===== src/rtl/ps2_pkg.sv =====
// Shared PS/2 definitions for the host transmitter and the keyboard receiver.
// Contents: transmitter state encoding, frame constants, the cycle-counter
// width, command byte constants and the odd-parity helper.
package ps2_pkg;

  typedef enum logic [2:0] {
    IDLE,
    INHIBIT,
    RTS,
    SEND,
    ACK,
    WAIT_IDLE
  } ps2_state_e;

  localparam int PS2_DATA_BITS = 8;
  localparam int PS2_STOP_EDGE = 10;
  localparam int PS2_CNT_W     = 20;

  localparam logic [7:0] PS2_CMD_SET_LED = 8'hED;
  localparam logic [7:0] PS2_CMD_RESET   = 8'hFF;

  // Parity bit that makes the total count of ones in data+parity odd.
  function automatic logic ps2_odd_parity(input logic [7:0] d);
    return ~^d;
  endfunction

endpackage


===== src/rtl/ps2_line_sync.sv =====
// Three-flop synchronizer for one PS/2 line with a falling-edge strobe.
// Ports:
//   clk, rst  : system clock, asynchronous active-high reset
//   pin_i     : raw PS/2 pin level
//   level_o   : synchronized level
//   neg_o     : one-cycle strobe on a synchronized high-to-low transition
module ps2_line_sync (
  input  logic clk,
  input  logic rst,
  input  logic pin_i,
  output logic level_o,
  output logic neg_o
);

  logic [2:0] sync_q;

  // Reset to the idle (released, pulled-up) level so no false edge appears.
  always_ff @(posedge clk or posedge rst) begin
    if (rst) sync_q <= 3'b111;
    else     sync_q <= {sync_q[1:0], pin_i};
  end

  assign level_o = sync_q[1];
  assign neg_o   = ~sync_q[1] & sync_q[2];

endmodule


===== src/rtl/ps2_host_tx.sv =====
// Host-to-device PS/2 transmitter: inhibits the clock, issues request-to-send,
// shifts out one command byte on device clock falling edges, then checks the
// device acknowledge bit.
// Ports:
//   clk, rst                 : system clock, asynchronous active-high reset
//   ps2k_clk, ps2k_data      : sampled PS/2 pins
//   ps2_clk_oe, ps2_data_oe  : 1 pulls the respective open-drain pin low
//   tx_data, tx_valid        : command byte and send request
//   tx_ready                 : high only while idle
//   tx_done / tx_err         : one-cycle pulse on ACK / on NACK or timeout
//   busy                     : high while a frame is in progress
module ps2_host_tx
  import ps2_pkg::*;
#(
  parameter int CLK_HZ         = 50_000_000,
  parameter int INHIBIT_CYCLES = 5000,
  parameter int RTS_CYCLES     = 250,
  parameter int TIMEOUT_CYCLES = 750_000
) (
  input  logic       clk,
  input  logic       rst,
  input  logic       ps2k_clk,
  input  logic       ps2k_data,
  output logic       ps2_clk_oe,
  output logic       ps2_data_oe,
  input  logic [7:0] tx_data,
  input  logic       tx_valid,
  output logic       tx_ready,
  output logic       tx_done,
  output logic       tx_err,
  output logic       busy
);

  localparam logic [PS2_CNT_W-1:0] INH_LAST = PS2_CNT_W'(INHIBIT_CYCLES - 1);
  localparam logic [PS2_CNT_W-1:0] RTS_LAST = PS2_CNT_W'(RTS_CYCLES - 1);
  localparam logic [PS2_CNT_W-1:0] TO_LAST  = PS2_CNT_W'(TIMEOUT_CYCLES - 1);

  logic clk_lvl, clk_neg, data_lvl;

  ps2_line_sync u_clk_sync (
    .clk     (clk),
    .rst     (rst),
    .pin_i   (ps2k_clk),
    .level_o (clk_lvl),
    .neg_o   (clk_neg)
  );

  ps2_line_sync u_data_sync (
    .clk     (clk),
    .rst     (rst),
    .pin_i   (ps2k_data),
    .level_o (data_lvl),
    .neg_o   ()
  );

  ps2_state_e           state_q, state_d;
  logic [PS2_CNT_W-1:0] cnt_q, cnt_d;
  logic [3:0]           k_q, k_d;
  logic [7:0]           byte_q, byte_d;
  logic                 par_q, par_d;
  logic                 ack_ok_q, ack_ok_d;
  logic                 clk_oe_q, clk_oe_d;
  logic                 data_oe_q, data_oe_d;
  logic                 done_q, done_d;
  logic                 err_q, err_d;

  logic [3:0] k_next;
  logic       wd_expired;

  assign k_next     = k_q + 4'd1;
  assign wd_expired = (cnt_q == TO_LAST);

  always_comb begin
    state_d   = state_q;
    cnt_d     = cnt_q;
    k_d       = k_q;
    byte_d    = byte_q;
    par_d     = par_q;
    ack_ok_d  = ack_ok_q;
    clk_oe_d  = clk_oe_q;
    data_oe_d = data_oe_q;
    done_d    = 1'b0;
    err_d     = 1'b0;

    case (state_q)
      IDLE: begin
        cnt_d     = '0;
        clk_oe_d  = 1'b0;
        data_oe_d = 1'b0;
        if (tx_valid) begin
          byte_d   = tx_data;
          par_d    = ps2_odd_parity(tx_data);
          k_d      = '0;
          clk_oe_d = 1'b1;
          state_d  = INHIBIT;
        end
      end

      INHIBIT: begin
        if (cnt_q == INH_LAST) begin
          cnt_d     = '0;
          data_oe_d = 1'b1;  // start bit, driven while the clock is still held
          state_d   = RTS;
        end else begin
          cnt_d = cnt_q + 1'b1;
        end
      end

      RTS: begin
        if (cnt_q == RTS_LAST) begin
          cnt_d    = '0;
          clk_oe_d = 1'b0;
          state_d  = SEND;
        end else begin
          cnt_d = cnt_q + 1'b1;
        end
      end

      SEND: begin
        // A device clock edge takes priority over a simultaneous expiry.
        if (clk_neg) begin
          cnt_d = '0;
          k_d   = k_next;
          if (k_next <= 4'(PS2_DATA_BITS)) begin
            data_oe_d = ~byte_q[k_q[2:0]];
          end else if (k_next == 4'(PS2_STOP_EDGE)) begin
            data_oe_d = 1'b0;
            state_d   = ACK;
          end else begin
            data_oe_d = ~par_q;
          end
        end else if (wd_expired) begin
          clk_oe_d  = 1'b0;
          data_oe_d = 1'b0;
          err_d     = 1'b1;
          cnt_d     = '0;
          state_d   = IDLE;
        end else begin
          cnt_d = cnt_q + 1'b1;
        end
      end

      ACK: begin
        if (clk_neg) begin
          cnt_d    = '0;
          ack_ok_d = ~data_lvl;
          state_d  = WAIT_IDLE;
        end else if (wd_expired) begin
          clk_oe_d  = 1'b0;
          data_oe_d = 1'b0;
          err_d     = 1'b1;
          cnt_d     = '0;
          state_d   = IDLE;
        end else begin
          cnt_d = cnt_q + 1'b1;
        end
      end

      WAIT_IDLE: begin
        if (clk_lvl & data_lvl) begin
          cnt_d   = '0;
          done_d  = ack_ok_q;
          err_d   = ~ack_ok_q;
          state_d = IDLE;
        end else if (clk_neg) begin
          cnt_d = '0;
        end else if (wd_expired) begin
          clk_oe_d  = 1'b0;
          data_oe_d = 1'b0;
          err_d     = 1'b1;
          cnt_d     = '0;
          state_d   = IDLE;
        end else begin
          cnt_d = cnt_q + 1'b1;
        end
      end

      default: begin
        clk_oe_d  = 1'b0;
        data_oe_d = 1'b0;
        cnt_d     = '0;
        state_d   = IDLE;
      end
    endcase
  end

  always_ff @(posedge clk or posedge rst) begin
    if (rst) begin
      state_q   <= IDLE;
      cnt_q     <= '0;
      k_q       <= '0;
      byte_q    <= '0;
      par_q     <= 1'b0;
      ack_ok_q  <= 1'b0;
      clk_oe_q  <= 1'b0;
      data_oe_q <= 1'b0;
      done_q    <= 1'b0;
      err_q     <= 1'b0;
    end else begin
      state_q   <= state_d;
      cnt_q     <= cnt_d;
      k_q       <= k_d;
      byte_q    <= byte_d;
      par_q     <= par_d;
      ack_ok_q  <= ack_ok_d;
      clk_oe_q  <= clk_oe_d;
      data_oe_q <= data_oe_d;
      done_q    <= done_d;
      err_q     <= err_d;
    end
  end

  assign ps2_clk_oe  = clk_oe_q;
  assign ps2_data_oe = data_oe_q;
  assign tx_ready    = (state_q == IDLE);
  assign busy        = (state_q != IDLE);
  assign tx_done     = done_q;
  assign tx_err      = err_q;

endmodule


===== config.mk =====
export PLATFORM = sky130hd
export DESIGN_NAME = ps2_host_tx
export DESIGN_NICKNAME = d
export VERILOG_FILES = /design/src/rtl/ps2_pkg.sv /design/src/rtl/ps2_line_sync.sv /design/src/rtl/ps2_host_tx.sv
export SDC_FILE = /design/constraint.sdc
export NUM_CORES = 1
export LEC_CHECK = 0
export ABC_AREA = 0
export CORE_MARGIN = 2
export CORE_UTILIZATION = 35
export DETAILED_ROUTE_END_ITERATION = 16
export DONT_BUFFER_PORTS = 1
export GPL_ROUTABILITY_DRIVEN = 0
export PLACE_DENSITY = 0.58
export SLEW_MARGIN = 20
export SYNTH_ARGS = -nofsm -noshare
export SYNTH_HDL_FRONTEND = slang
export SYNTH_SLANG_ARGS = --single-unit

===== constraint.sdc =====
create_clock -name clk -period 5.8 [get_ports clk]
set_input_delay 0 -clock clk [delete_from_list [all_inputs] [get_ports clk]]
set_output_delay 0 -clock clk [all_outputs]
set_load 0.01 [all_outputs]

# Yosys cells after proc, flatten, opt, wreduce, memory -nomap -nowiden

Cells that the tools add are included.

Flip-flop bits (word level): 46
Latch bits: 0
Bits in writable memories: 0
Bits in read-only memories: 0
Bits of input ports: 13
Output and inout bits: 6
Logic and storage cells: 95
Memories: 0

Add/subtract/negate cells: 2
Multiply operators: 0
Div/mod/pow operators: 0
Order comparisons: 2
Equal/unequal tests: 17
Shift-type cells: 0
Muxes and demuxes: 42
Bitwise logic cells: 9
Reductions and logical operators: 11

Operators by type and width:

| cell                                                                    | number |
|---|---|
| 20-bit two-way mux                                                      | 5 |
| 20-bit case mux with 4 select lines                                     | 1 |
| 3-bit two-way mux                                                       | 10 |
| 20-bit by 1-bit adder with 20-bit output, second input constant         | 1 |
| 20-bit by 13-bit equality test with 1-bit output, second input constant | 1 |
| 20-bit equality test, second input constant                             | 1 |
| 20-bit by 8-bit equality test with 1-bit output, second input constant  | 1 |
| 1-bit two-way mux                                                       | 18 |
| 3-bit case mux with 6 select lines                                      | 1 |
| 2-bit != test, second input constant                                    | 5 |
| 1-bit case mux with 5 select lines                                      | 2 |
| 3-bit != test, second input constant                                    | 3 |
| 3-bit AND reduction                                                     | 3 |
| 4-bit two-way mux                                                       | 2 |
| 4-bit case mux with 2 select lines                                      | 1 |
| 8-bit XNOR reduction                                                    | 1 |
| 1-bit NOT                                                               | 7 |
| 3-bit by 2-bit equality test with 1-bit output, second input constant   | 2 |
| 3-bit equality test, second input constant                              | 2 |
| 6-bit AND reduction                                                     | 1 |
| 4-bit by 1-bit adder with 4-bit output, second input constant           | 1 |
| 4-bit equality test, second input constant                              | 1 |
| 4-bit <= comparator, second input constant                              | 1 |
| 3-bit by 4-bit < comparator with 1-bit output, second input constant    | 1 |
| 9 further kinds                                                         | 11 |

# Logic depth before layout (Yosys ltp)

Gate-level depths: netlist (run 1).

Depth after elaboration: 6
Depth in mapped cells: 9
Depth with buffers taken out: 8

# Cells and area by module

Synthesis (run 1) repeated with hierarchy kept, for this count alone.

Cells, all modules: 250
Area total of the unflattened synthesis: 2568.7 µm²

Modules (own cells, without submodules):

| module        | times used | cells an instance | area an instance (µm²) |
|---|---|---|---|
| ps2_host_tx   | 1          | 240               | 2376.0 |
| ps2_line_sync | 2          | 5                 | 96.3 |

# Least setup slack after synthesis (run 1)

OpenSTA, ideal clock, no wires.

Kind: flip-flop to flip-flop
From: register cnt_q[8]
To: register clk_oe_q (netlist: ps2_clk_oe)
Library setup time: 0.138 ns
Arrival time: 1.785 ns
Required time: 5.662 ns
Setup slack: 3.878 ns
Stages on the path, launching flop included: 7
Path buffers: 0
Clock period less this slack: 1.922 ns
Cells stage by stage: dfrtp_1 > or4_1 > nor4_2 > a31oi_1 > or3b_1 > o21ai_1 > nand2_1

Word-level cells in the longest chain between the ends: 5

Ends and longest elaborated chain:

| what                               | RTL line           | RTL |
|---|---|---|
| from (decl)                        | ps2_host_tx.sv:57  | `logic [PS2_CNT_W-1:0] cnt_q, cnt_d;` |
| from (signal assigned)             | ps2_host_tx.sv:201 | `cnt_q <= cnt_d;` |
| 20-bit equality test               | ps2_host_tx.sv:71  | `assign wd_expired = (cnt_q == TO_LAST);` |
| 1-bit two-way mux (3 in a row)     | --                 |  |
| 1-bit case mux with 5 select lines | --                 |  |
| to (signal assigned)               | ps2_host_tx.sv:206 | `clk_oe_q <= clk_oe_d;` |
| to (decl)                          | ps2_host_tx.sv:62  | `logic clk_oe_q, clk_oe_d;` |

Several ways; a longest one is shown, not always the timed one. The select of a mux whose other input is x is not followed.
A chain may end at the register's enable or synchronous reset.

# Final worst setup path (run 1)

From: register cnt_q[0]
To: register cnt_q[15]

Word-level cells in the longest chain between the ends: 5

Ends and longest elaborated chain:

| what                                                                             | RTL line                                                   | RTL |
|---|---|---|
| 20-bit by 1-bit adder with 20-bit output or 20-bit equality test (tied branches) | --                                                         |  |
| 20-bit two-way mux                                                               | ps2_host_tx.sv:132, ps2_host_tx.sv:148, ps2_host_tx.sv:167 |  |
| 20-bit two-way mux                                                               | ps2_host_tx.sv:121                                         | `if (clk_neg) begin` |
| 20-bit two-way mux                                                               | ps2_host_tx.sv:160                                         | `if (clk_lvl & data_lvl) begin` |
| 20-bit case mux with 4 select lines *                                            | ps2_host_tx.sv:85                                          | `case (state_q)` |
| net cnt_d[15]                                                                    | ps2_host_tx.sv:57                                          |  |

Mark *: on every way through the listed nets, which the timed path passes. The rest lies on a longest branch.

==> impl_metrics.env, run 1 <==
export IMPL_layout_area_overhead_vs_synth_pct=12.2
export IMPL_grt_start_max_net_pins=47
export IMPL_worstSetupPathType="reg2reg"
export IMPL_finalHoldViolCount=0
export IMPL_cts_num_sinks=46
export IMPL_nets=280
export IMPL_most_common_layout_cells="41 x dfrtp_1, 35 x nor2_1, 24 x nand2_1"
export IMPL_worstPathCellList="ha_1 -> nand2_1 -> or4_1 -> o31ai_2 -> nand2b_1 -> a21oi_2 -> nor2_1"
export IMPL_clkLatencyLatePin_ns=0.30
export IMPL_antenna_found_initial=0
export IMPL_first_global_vias=1705
export IMPL_nFillCells=680
export IMPL_critPathMaxStageDelay_ns=0.66
export IMPL_cp_buffers_inverters=0
export IMPL_power_leakage_uw=0.00116
export IMPL_worst_path_max_fanout=20
export IMPL_via_count=1797
export IMPL_detail_route_wl_per_cell_um=13.1
export IMPL_floorplan_rows=30
export IMPL_post_cts_repair_setup_buffers=0
export IMPL_status="finished clean"
export IMPL_syn_nets=271
export IMPL_timing_worst_slew_pin_value_ns=0.959
export IMPL_timing_critical_path_arrival_ns=2.68
export IMPL_initial_core_util_pct=36.2
export IMPL_share_of_final_layout_standard_cells_stronger_than_drive_strength_1_pct=11.4
export IMPL_portBuffers=0
export IMPL_min_path_type="in2reg"
export IMPL_chip_width_um=88.1
export IMPL_hold_path_startpoint="tx_data[1]"
export IMPL_drt_pre_antenna_iters=4
export IMPL_max_cap_violations=0
export IMPL_synth_async_reset_ratio_pct=100
export IMPL_grt_first_pass_wirelength_mm=7.87
export IMPL_ir_worst_vdd_mv=0.117
export IMPL_finalCritPeriodShare_pct=43.8
export IMPL_synth_cell_area_um2=2470
export IMPL_grt_total_usage_pct=13.0
export IMPL_mean_cell_area_of_the_mapped_netlist_um2=9.78
export IMPL_postSynth_topFlopCell="dfrtp_1"
export IMPL_number_of_violations_reported_at_the_end_of_detailed_routing_iteration_0=108
export IMPL_timing_fmax_mhz=393
export IMPL_critical_path_required_ns=5.94
export IMPL_cts_tree="built"
export IMPL_num_io_pins=19
export IMPL_synthDistinctLibCells=48
export IMPL_synth_edff_count=0
export IMPL_ant_nets=0
export IMPL_multi_input_comb_area_um2=1240
export IMPL_critical_path_slowest_cell="a21oi_2"
export IMPL_setup_total_negative_slack_ns=0
export IMPL_place_hpwl_mm=3.18
export IMPL_synth_warnings=0
export IMPL_insertedDiodeCount=0
export IMPL_reg2reg_slack_ns=3.26
export IMPL_critical_path_reg2reg_endpoint="cnt_q[15]$_DFF_PP0_"
export IMPL_wl_mm=4.71
export IMPL_ctsRootBufferMaster="clkbuf_8"
export IMPL_r2r_start="cnt_q[0]$_DFF_PP0_"
export IMPL_dieArea_um2=7760
export IMPL_globalRouteOverflowTotal=0
export IMPL_clk_pin_slew_worst_paths_ns=0.09
export IMPL_synthCells=253
export IMPL_hold_depth=4
export IMPL_final_seq_area_um2=1160
export IMPL_most_common_cell_after_layout_fill_and_taps_aside="dfrtp_1"
export IMPL_cts_resized=0
export IMPL_timing_hold_worst_endpoint="par_q$_DFFE_PP0P_"
export IMPL_final_period_minus_worst_setup_slack_ns=2.54
export IMPL_synth_ff_latch_count=46
export IMPL_critical_path_endpoint_type="flip-flop"
export IMPL_synth_yosys_seq_area_share_pct=46.8
export IMPL_cts_buffers_inserted=5
export IMPL_final_max_slew_viol_count=0
export IMPL_power_density_cell_area_nw_per_um2=375
export IMPL_area_inside_the_core_boundary_um2=6830
export IMPL_max_slew_margin_rel_pct=36.0
export IMPL_r2r_worst_path_cells=7
export IMPL_floorplan_die_height_um=88.1
export IMPL_avg_vias_per_cell=5.01
export IMPL_layout_core_utilization_pct=40.6
export IMPL_cp_top_family="compound AO/OA/AOI/OAI gates"
export IMPL_setup_viol=0
export IMPL_finClkSkew_ns=0.0109
export IMPL_grt_setup_unrepaired="false"
export IMPL_clock_path_buffers=2
export IMPL_worstSetupStartpointType="flip-flop"
export IMPL_htree_num_levels=2
export IMPL_post_route_drc_count=0
## metal layers
| layer | vias to the layer above | GRT usage (%) | part of all wire, % |
|---|---|---|---|
| li1 | 897 | - | - |
| met1 | 867 | 17.5 | 49 |
| met2 | 28 | 20.0 | 46 |
| met3 | 5 | 3.77 | 3.5 |
| met4 | 0 | 4.68 | 1.2 |
| met5 | - | 0 | 0 |
## cell families after synthesis
| group | share of synthesized area [%] |
|---|---|
| AOI/OAI and AO/OA | 10.2 |
| xor gates and xnor gates | 9.56 |
| adders and majority gates | 2.53 |
| buffers and inverters | 3.03 |
| DFF | 46.8 |
| muxes | 6.73 |
| and+or+nand+nor | 21.1 |
## worst reg2reg max path: stages, from the launching register on
cell,delay (ns)
dfrtp_1,0.41
ha_1,0.22
nand2_1,0.06
or4_1,0.43
o31ai_2,0.34
nand2b_1,0.12
a21oi_2,0.66
nor2_1,0.15
## synth_stat cells, drive strengths merged (3+ instances only)
cell,count,share of area (%)
nand3,8,1.6
dfstp,5,5.3
nor4,3,1.0
nand2b,3,0.76
a21oi,6,1.4
inv,8,1.2
o21ai,14,2.8
and3,5,1.3
nor2,35,5.3
nor3,6,1.2
mux2,9,4.1
nor2b,4,1.0
xnor2,15,5.3
ha,5,2.5
a31oi,7,1.8
clkbuf,8,1.2
xor2,12,4.2
dfrtp,41,41
nand2,24,3.6
nand4,3,0.76
## state kept, by name, summed over array words and instances (netlist names), 2 cells and up
register            flops
byte_q                  8
u_data_sync.sync_q      2
k_q                     4
state_q                 3
u_clk_sync.sync_q       3
cnt_q                  20
## worst max path at each step
stage	start	end	slack (ns)	cells after the start
final	cnt_q[0]$_DFF_PP0_	cnt_q[15]$_DFF_PP0_	3.26	7
after global routing	cnt_q[0]$_DFF_PP0_	cnt_q[15]$_DFF_PP0_	3.03	7
after CTS	cnt_q[0]$_DFF_PP0_	cnt_q[15]$_DFF_PP0_	3.26	7
after detailed placement	cnt_q[0]$_DFF_PP0_	cnt_q[18]$_DFF_PP0_	3.27	7
after global placement	cnt_q[0]$_DFF_PP0_	cnt_q[14]$_DFF_PP0_	3.32	7
after floorplan	cnt_q[8]$_DFF_PP0_	ps2_clk_oe$_DFFE_PP0P_	3.88	6
## what timing repair did
item                                   CTS  global route
setup endpoints to repair                0             0
endpoints found under the hold margin   53             0
hold buffers                            12             0
## layout make-up
type / count / area share [%]
Tap cell: 96 / 4.33
Sequential cell: 46 / 41.7
Clock inverter: 1 / 1.08
Inverter: 8 / 1.08
Timing Repair Buffer: 12 / 4.33
Multi-Input combinational cell: 189 / 44.7
Clock buffer: 7 / 2.75
## power breakdown
part / total [uW] / switching (uW) / internal (uW)
clock network: 233 / 104 / 129
registers: 487 / 95.2 / 392
logic: 320 / 163 / 157
## stage by stage
stage	hold slack, ns	area [um2]	setup WS [ns]	power, uW	std cells
6_report	0.104	2780	3.26	1040	359
5_1_grt	0.137	2780	3.03	1120	359
4_1_cts	0.116	2780	3.26	1050	359
3_5_place_dp	0.00458	2550	3.27	809	339
3_3_place_gp	0.00457	2550	3.32	803	339
2_1_floorplan	0.00448	2470	3.88	753	253
Power figures use the tool's default switching activity.
==> run 2, diff against run 1 <==
clock period = 2.4 ns   (was 5.8 ns; I/O delays follow)
==> run 2 against run 1 <==
  * Global-route usage up 0.66 points
  * Total power grew 140%
  * Wire length is 2.5% higher
  * Clock-buffer cell count down 1
  * Cell count rose by 1.4%
  * Maximum frequency is 21% higher
  * Die area unchanged
  * Highest routed layer unchanged
==> impl_metrics.env, run 2 (synthesis results as in run 1) <==
export IMPL_wl_mm=4.82
export IMPL_timing_hold_worst_endpoint="par_q$_DFFE_PP0P_"
export IMPL_initial_core_util_pct=36.2
export IMPL_worstSetupPathType="reg2reg"
export IMPL_htree_num_levels=2
export IMPL_timing_worst_slew_pin_value_ns=0.951
export IMPL_clk_pin_slew_worst_paths_ns=0.09
export IMPL_grt_start_max_net_pins=47
export IMPL_floorplan_die_height_um=88.1
export IMPL_grt_first_pass_wirelength_mm=8.30
export IMPL_ant_nets=0
export IMPL_power_leakage_uw=0.00119
export IMPL_num_io_pins=19
export IMPL_setup_viol=0
export IMPL_ir_worst_vdd_mv=0.277
export IMPL_nets=285
export IMPL_timing_fmax_mhz=475
export IMPL_area_inside_the_core_boundary_um2=6830
export IMPL_hold_path_startpoint="tx_data[1]"
export IMPL_cts_num_sinks=46
export IMPL_grt_setup_unrepaired="false"
export IMPL_power_density_cell_area_nw_per_um2=892
export IMPL_chip_width_um=88.1
export IMPL_clock_path_buffers=2
export IMPL_r2r_worst_path_cells=6
export IMPL_clkLatencyLatePin_ns=0.29
export IMPL_hold_depth=4
export IMPL_avg_vias_per_cell=5.08
export IMPL_share_of_final_layout_standard_cells_stronger_than_drive_strength_1_pct=13.4
export IMPL_layout_area_overhead_vs_synth_pct=13.3
export IMPL_ctsRootBufferMaster="clkbuf_8"
export IMPL_dieArea_um2=7760
export IMPL_r2r_start="cnt_q[0]$_DFF_PP0_"
export IMPL_layout_core_utilization_pct=41.0
export IMPL_globalRouteOverflowTotal=0
export IMPL_setup_total_negative_slack_ns=0
export IMPL_max_cap_violations=0
export IMPL_critical_path_reg2reg_endpoint="state_q[0]$_DFFE_PP0P_"
export IMPL_largest_regs="cnt_q: 20 flops, byte_q: 8 flops, k_q: 4 flops"
export IMPL_floorplan_rows=30
export IMPL_post_route_drc_count=0
export IMPL_portBuffers=0
export IMPL_finalHoldViolCount=0
export IMPL_timing_critical_path_arrival_ns=2.29
export IMPL_largest_register_ff_count=20
export IMPL_critical_path_endpoint_type="flip-flop"
export IMPL_finClkSkew_ns=0.0102
export IMPL_reg2reg_slack_ns=0.29
export IMPL_status="finished clean"
export IMPL_antenna_found_initial=0
export IMPL_cts_tree="built"
export IMPL_finalCritPeriodShare_pct=87.8
export IMPL_cts_buffers_inserted=5
export IMPL_grt_total_usage_pct=13.7
export IMPL_max_slew_margin_rel_pct=36.5
export IMPL_drt_pre_antenna_iters=4
export IMPL_via_count=1850
export IMPL_cts_resized=0
export IMPL_number_of_violations_reported_at_the_end_of_detailed_routing_iteration_0=81
export IMPL_worst_path_max_fanout=5
export IMPL_final_max_slew_viol_count=0
export IMPL_most_common_cell_after_layout_fill_and_taps_aside="dfrtp_1"
export IMPL_place_hpwl_mm=3.34
export IMPL_critical_path_required_ns=2.58
export IMPL_first_global_vias=1800
export IMPL_top_register="cnt_q"
export IMPL_most_common_layout_cells="41 x dfrtp_1, 35 x nor2_1, 24 x nand2_1"
export IMPL_final_period_minus_worst_setup_slack_ns=2.11
export IMPL_insertedDiodeCount=0
export IMPL_detail_route_wl_per_cell_um=13.3
export IMPL_min_path_type="in2reg"
export IMPL_worstSetupStartpointType="flip-flop"
-- run 2: changes by cell type in the layout (fill, tap and decap cells not counted), sizes merged --
cell,delta
buf,+5
bufinv,-1
clkbuf,-1
clkinv,+2
-- run 2: power by group --
part / switching (uW) / internal (uW)
registers: 220 / 947
logic: 428 / 451
clock network: 252 / 202
-- run 2: layout make-up --
| type | count | area (um2) |
|---|---|---|
| fill | 693 | 4030 |
| sequential | 46 | 1160 |
| clock inverter | 2 | 10.0 |
| clock buffer | 6 | 72.6 |
| timing repair buffer | 17 | 170 |
| tap | 96 | 120 |
| inverter | 8 | 30.0 |
| multi-input combinational | 189 | 1240 |
-- run 2: what timing repair did --
item,CTS,global route
endpoints found under the hold margin,53,0
setup buffers,0,0
endpoints found under the setup margin,0,0
hold buffers,12,0
-- run 2: routing by layer --
layer | part of all wire (%) | wire, um | global-route usage (%) | up-vias
li1 | - | - | - | 904
met1 | 47 | 2280 | 19.0 | 910
met2 | 48 | 2320 | 21.4 | 34
met3 | 3.8 | 182 | 3.02 | 2
met4 | 0.77 | 37 | 4.13 | 0
met5 | 0 | 0 | 0 | -
-- run 2: worst max-delay path by stage --
| stage | start | end | cells past startpoint | slack, ns |
|---|---|---|---|---|
| 5_1_grt | k_q[1]$_DFFE_PP0P_ | state_q[0]$_DFFE_PP0P_ | 7 | 0.12 |
| 6_report | cnt_q[0]$_DFF_PP0_ | state_q[0]$_DFFE_PP0P_ | 6 | 0.29 |
| 2_1_floorplan | cnt_q[8]$_DFF_PP0_ | ps2_clk_oe$_DFFE_PP0P_ | 6 | 0.48 |
| 4_1_cts | cnt_q[8]$_DFF_PP0_ | ps2_clk_oe$_DFFE_PP0P_ | 6 | 0.29 |
| 3_5_place_dp | cnt_q[8]$_DFF_PP0_ | ps2_clk_oe$_DFFE_PP0P_ | 6 | 0.29 |
| 3_3_place_gp | cnt_q[8]$_DFF_PP0_ | ps2_clk_oe$_DFFE_PP0P_ | 6 | 0.30 |
-- run 2: per-stage QoR --
step                area [um2]  power [uW]  instances  setup slack, ns  hold slack, ns
floorplan                 2470        1820        253            0.478         0.00448
global placement          2600        2030        344            0.296         0.00455
detailed placement        2600        2050        344            0.293         0.00455
CTS                       2800        2530        364            0.286           0.114
global route              2800        2700        364            0.119           0.143
finish                    2800        2500        364            0.293           0.116
-- run 2: critical path, stage by stage, from the launching register on --
cell and delay [ns]:
dfrtp_1 0.42, ha_1 0.22, nand2_1 0.06, or4_1 0.43, o31ai_2 0.34, nand3b_1 0.20
mux2_1 0.34
==> run 3, diff against run 2 <==
CORE_UTILIZATION = 40   (was 35)
PLACE_DENSITY = 0.63   (was 0.58)
REMOVE_ABC_BUFFERS = 1   (was unset)
==> run 3 against run 2 <==
  * Worst setup slack got worse by 0.017 ns
  * Worst hold slack improved by 0.0078 ns
  * Critical path depth did not move
  * Flip-flop and latch count unchanged
  * Maximum frequency shrank 0.80%
  * Wire length shrank 2.8%
  * Combinational power down 1%
==> impl_metrics.env, run 3 (synthesis results as in run 1) <==
export IMPL_status="finished clean"
export IMPL_clock_path_buffers=2
export IMPL_top_register="cnt_q"
export IMPL_ant_nets=0
export IMPL_most_common_layout_cells="41 x dfrtp_1, 35 x nor2_1, 24 x nand2_1"
export IMPL_ir_worst_vdd_mv=0.431
export IMPL_stdcell_count=343
export IMPL_largest_regs="cnt_q: 20 flops, byte_q: 8 flops, k_q: 4 flops"
export IMPL_critical_path_slowest_cell="or4_1"
export IMPL_final_period_minus_worst_setup_slack_ns=2.12
export IMPL_cts_buffers_inserted=5
export IMPL_cp_buffers_inverters=0
export IMPL_most_common_cell_after_layout_fill_and_taps_aside="dfrtp_1"
export IMPL_post_route_drc_count=0
export IMPL_htree_num_levels=2
export IMPL_first_global_vias=1723
export IMPL_antenna_found_initial=0
export IMPL_clk_pin_slew_worst_paths_ns=0.09
export IMPL_setup_total_negative_slack_ns=0
export IMPL_worstPathCellList="ha_1 -> nand2_1 -> or4_1 -> o31ai_2 -> nand3b_1 -> mux2_1"
export IMPL_grt_setup_unrepaired="false"
export IMPL_initial_core_util_pct=41.5
export IMPL_globalRouteOverflowTotal=0
export IMPL_worst_path_max_fanout=5
export IMPL_finClkSkew_ns=0.00843
export IMPL_portBuffers=0
export IMPL_met2_length_mm=2.21
export IMPL_grt_first_pass_wirelength_mm=7.89
export IMPL_hold_ws_ns=0.124
export IMPL_critPathMaxStageDelay_ns=0.44
export IMPL_cts_num_sinks=46
export IMPL_worstSetupStartpointType="flip-flop"
export IMPL_hold_depth=2
export IMPL_timing_worst_slew_pin_value_ns=0.942
export IMPL_largest_register_ff_count=20
export IMPL_r2r_worst_path_cells=6
export IMPL_finalHoldViolCount=0
export IMPL_post_cts_repair_setup_buffers=0
export IMPL_layout_area_overhead_vs_synth_pct=13.3
export IMPL_number_of_violations_reported_at_the_end_of_detailed_routing_iteration_0=75
export IMPL_wirelength_met1_mm=2.31
export IMPL_clkLatencyLatePin_ns=0.30
export IMPL_insertedDiodeCount=0
export IMPL_power_density_cell_area_nw_per_um2=931
export IMPL_grt_start_max_net_pins=47
export IMPL_ctsRootBufferMaster="clkbuf_8"
export IMPL_timing_fmax_mhz=471
export IMPL_chip_width_um=82.6
export IMPL_holdBufCountCts=12
export IMPL_share_of_final_layout_standard_cells_stronger_than_drive_strength_1_pct=13.4
export IMPL_topRoutingLayerUsed="met4"
export IMPL_place_inst=323
export IMPL_max_slew_margin_rel_pct=37.1
export IMPL_worst_slack_ns=0.276
export IMPL_nets=285
export IMPL_drt_pre_antenna_iters=4
export IMPL_finalPower_uw=2610
export IMPL_avg_vias_per_cell=5.24
export IMPL_cts_resized=0
export IMPL_floorplan_rows=28
export IMPL_worstSetupPathType="reg2reg"
export IMPL_min_path_type="in2reg"
export IMPL_cts_tree="built"
export IMPL_num_io_pins=19
export IMPL_dieArea_um2=6830
export IMPL_dpl_worst_slack_ns=0.293
export IMPL_setup_viol=0
export IMPL_power_leakage_uw=0.00119
export IMPL_max_cap_violations=0
export IMPL_area_inside_the_core_boundary_um2=5960
export IMPL_critical_path_required_ns=2.58
export IMPL_cp_top_family="simple AND/OR/NAND/NOR gates"
export IMPL_final_max_slew_viol_count=0
export IMPL_timing_critical_path_depth=6
export IMPL_floorplan_die_height_um=82.6
export IMPL_critical_path_endpoint_type="flip-flop"
export IMPL_detail_route_wl_per_cell_um=13.7
export IMPL_place_hpwl_mm=3.25
export IMPL_grt_total_usage_pct=15.0
export IMPL_via_count=1797
export IMPL_wl_mm=4.69
export IMPL_finalCritPeriodShare_pct=88.5
export IMPL_timing_critical_path_arrival_ns=2.31
export IMPL_wl_met3_um=124
[run 3: through the flow]
stage,cell area (um2),util (%)
2_1_floorplan,2430,-
3_3_place_gp,2570,43.2
5_1_grt,2800,47.1
6_report,2800,47.1
3_5_place_dp,2570,43.2
4_1_cts,2800,47.1
[run 3: per-layer routing]
layer  GRT usage [%]  vias to the layer above
met5               0                        -
met4            5.74                        0
met3            2.72                        5
met2            23.1                       24
met1            21.1                      861
li1                -                      907
[run 3: worst paths after layout]
kind	start	to	slack, ns
worst min-delay path	tx_valid	ps2_clk_oe$_DFFE_PP0P_	0.12
min in group asynchronous	rst	cnt_q[18]$_DFF_PP0_	0.38
max in group asynchronous	rst	cnt_q[2]$_DFF_PP0_	1.44
worst max-delay path	cnt_q[0]$_DFF_PP0_	state_q[0]$_DFFE_PP0P_	0.28
worst min register to register	u_clk_sync.sync_q[0]$_DFF_PP1_	u_clk_sync.sync_q[1]$_DFF_PP1_	0.35
worst max register to register	cnt_q[0]$_DFF_PP0_	state_q[0]$_DFFE_PP0P_	0.28
[run 3: cell type report]
cell class              count  area (um2)
inverters                   8        30.0
flip-flops and latches     46        1160
fillers                   578        3150
well taps                  75        93.8
multi-input cells         189        1240
clock inverters             2        37.5
clock buffers               6        72.6
repair buffers             17         170
[run 3: report_power, final]
| group | total (uW) | leakage, uW | internal (uW) | switching (uW) |
|---|---|---|---|---|
| Clock | 569 | 0.0000514 | 311 | 258 |
| Combinational | 870 | 0.000548 | 450 | 420 |
| Sequential | 1170 | 0.000593 | 946 | 222 |
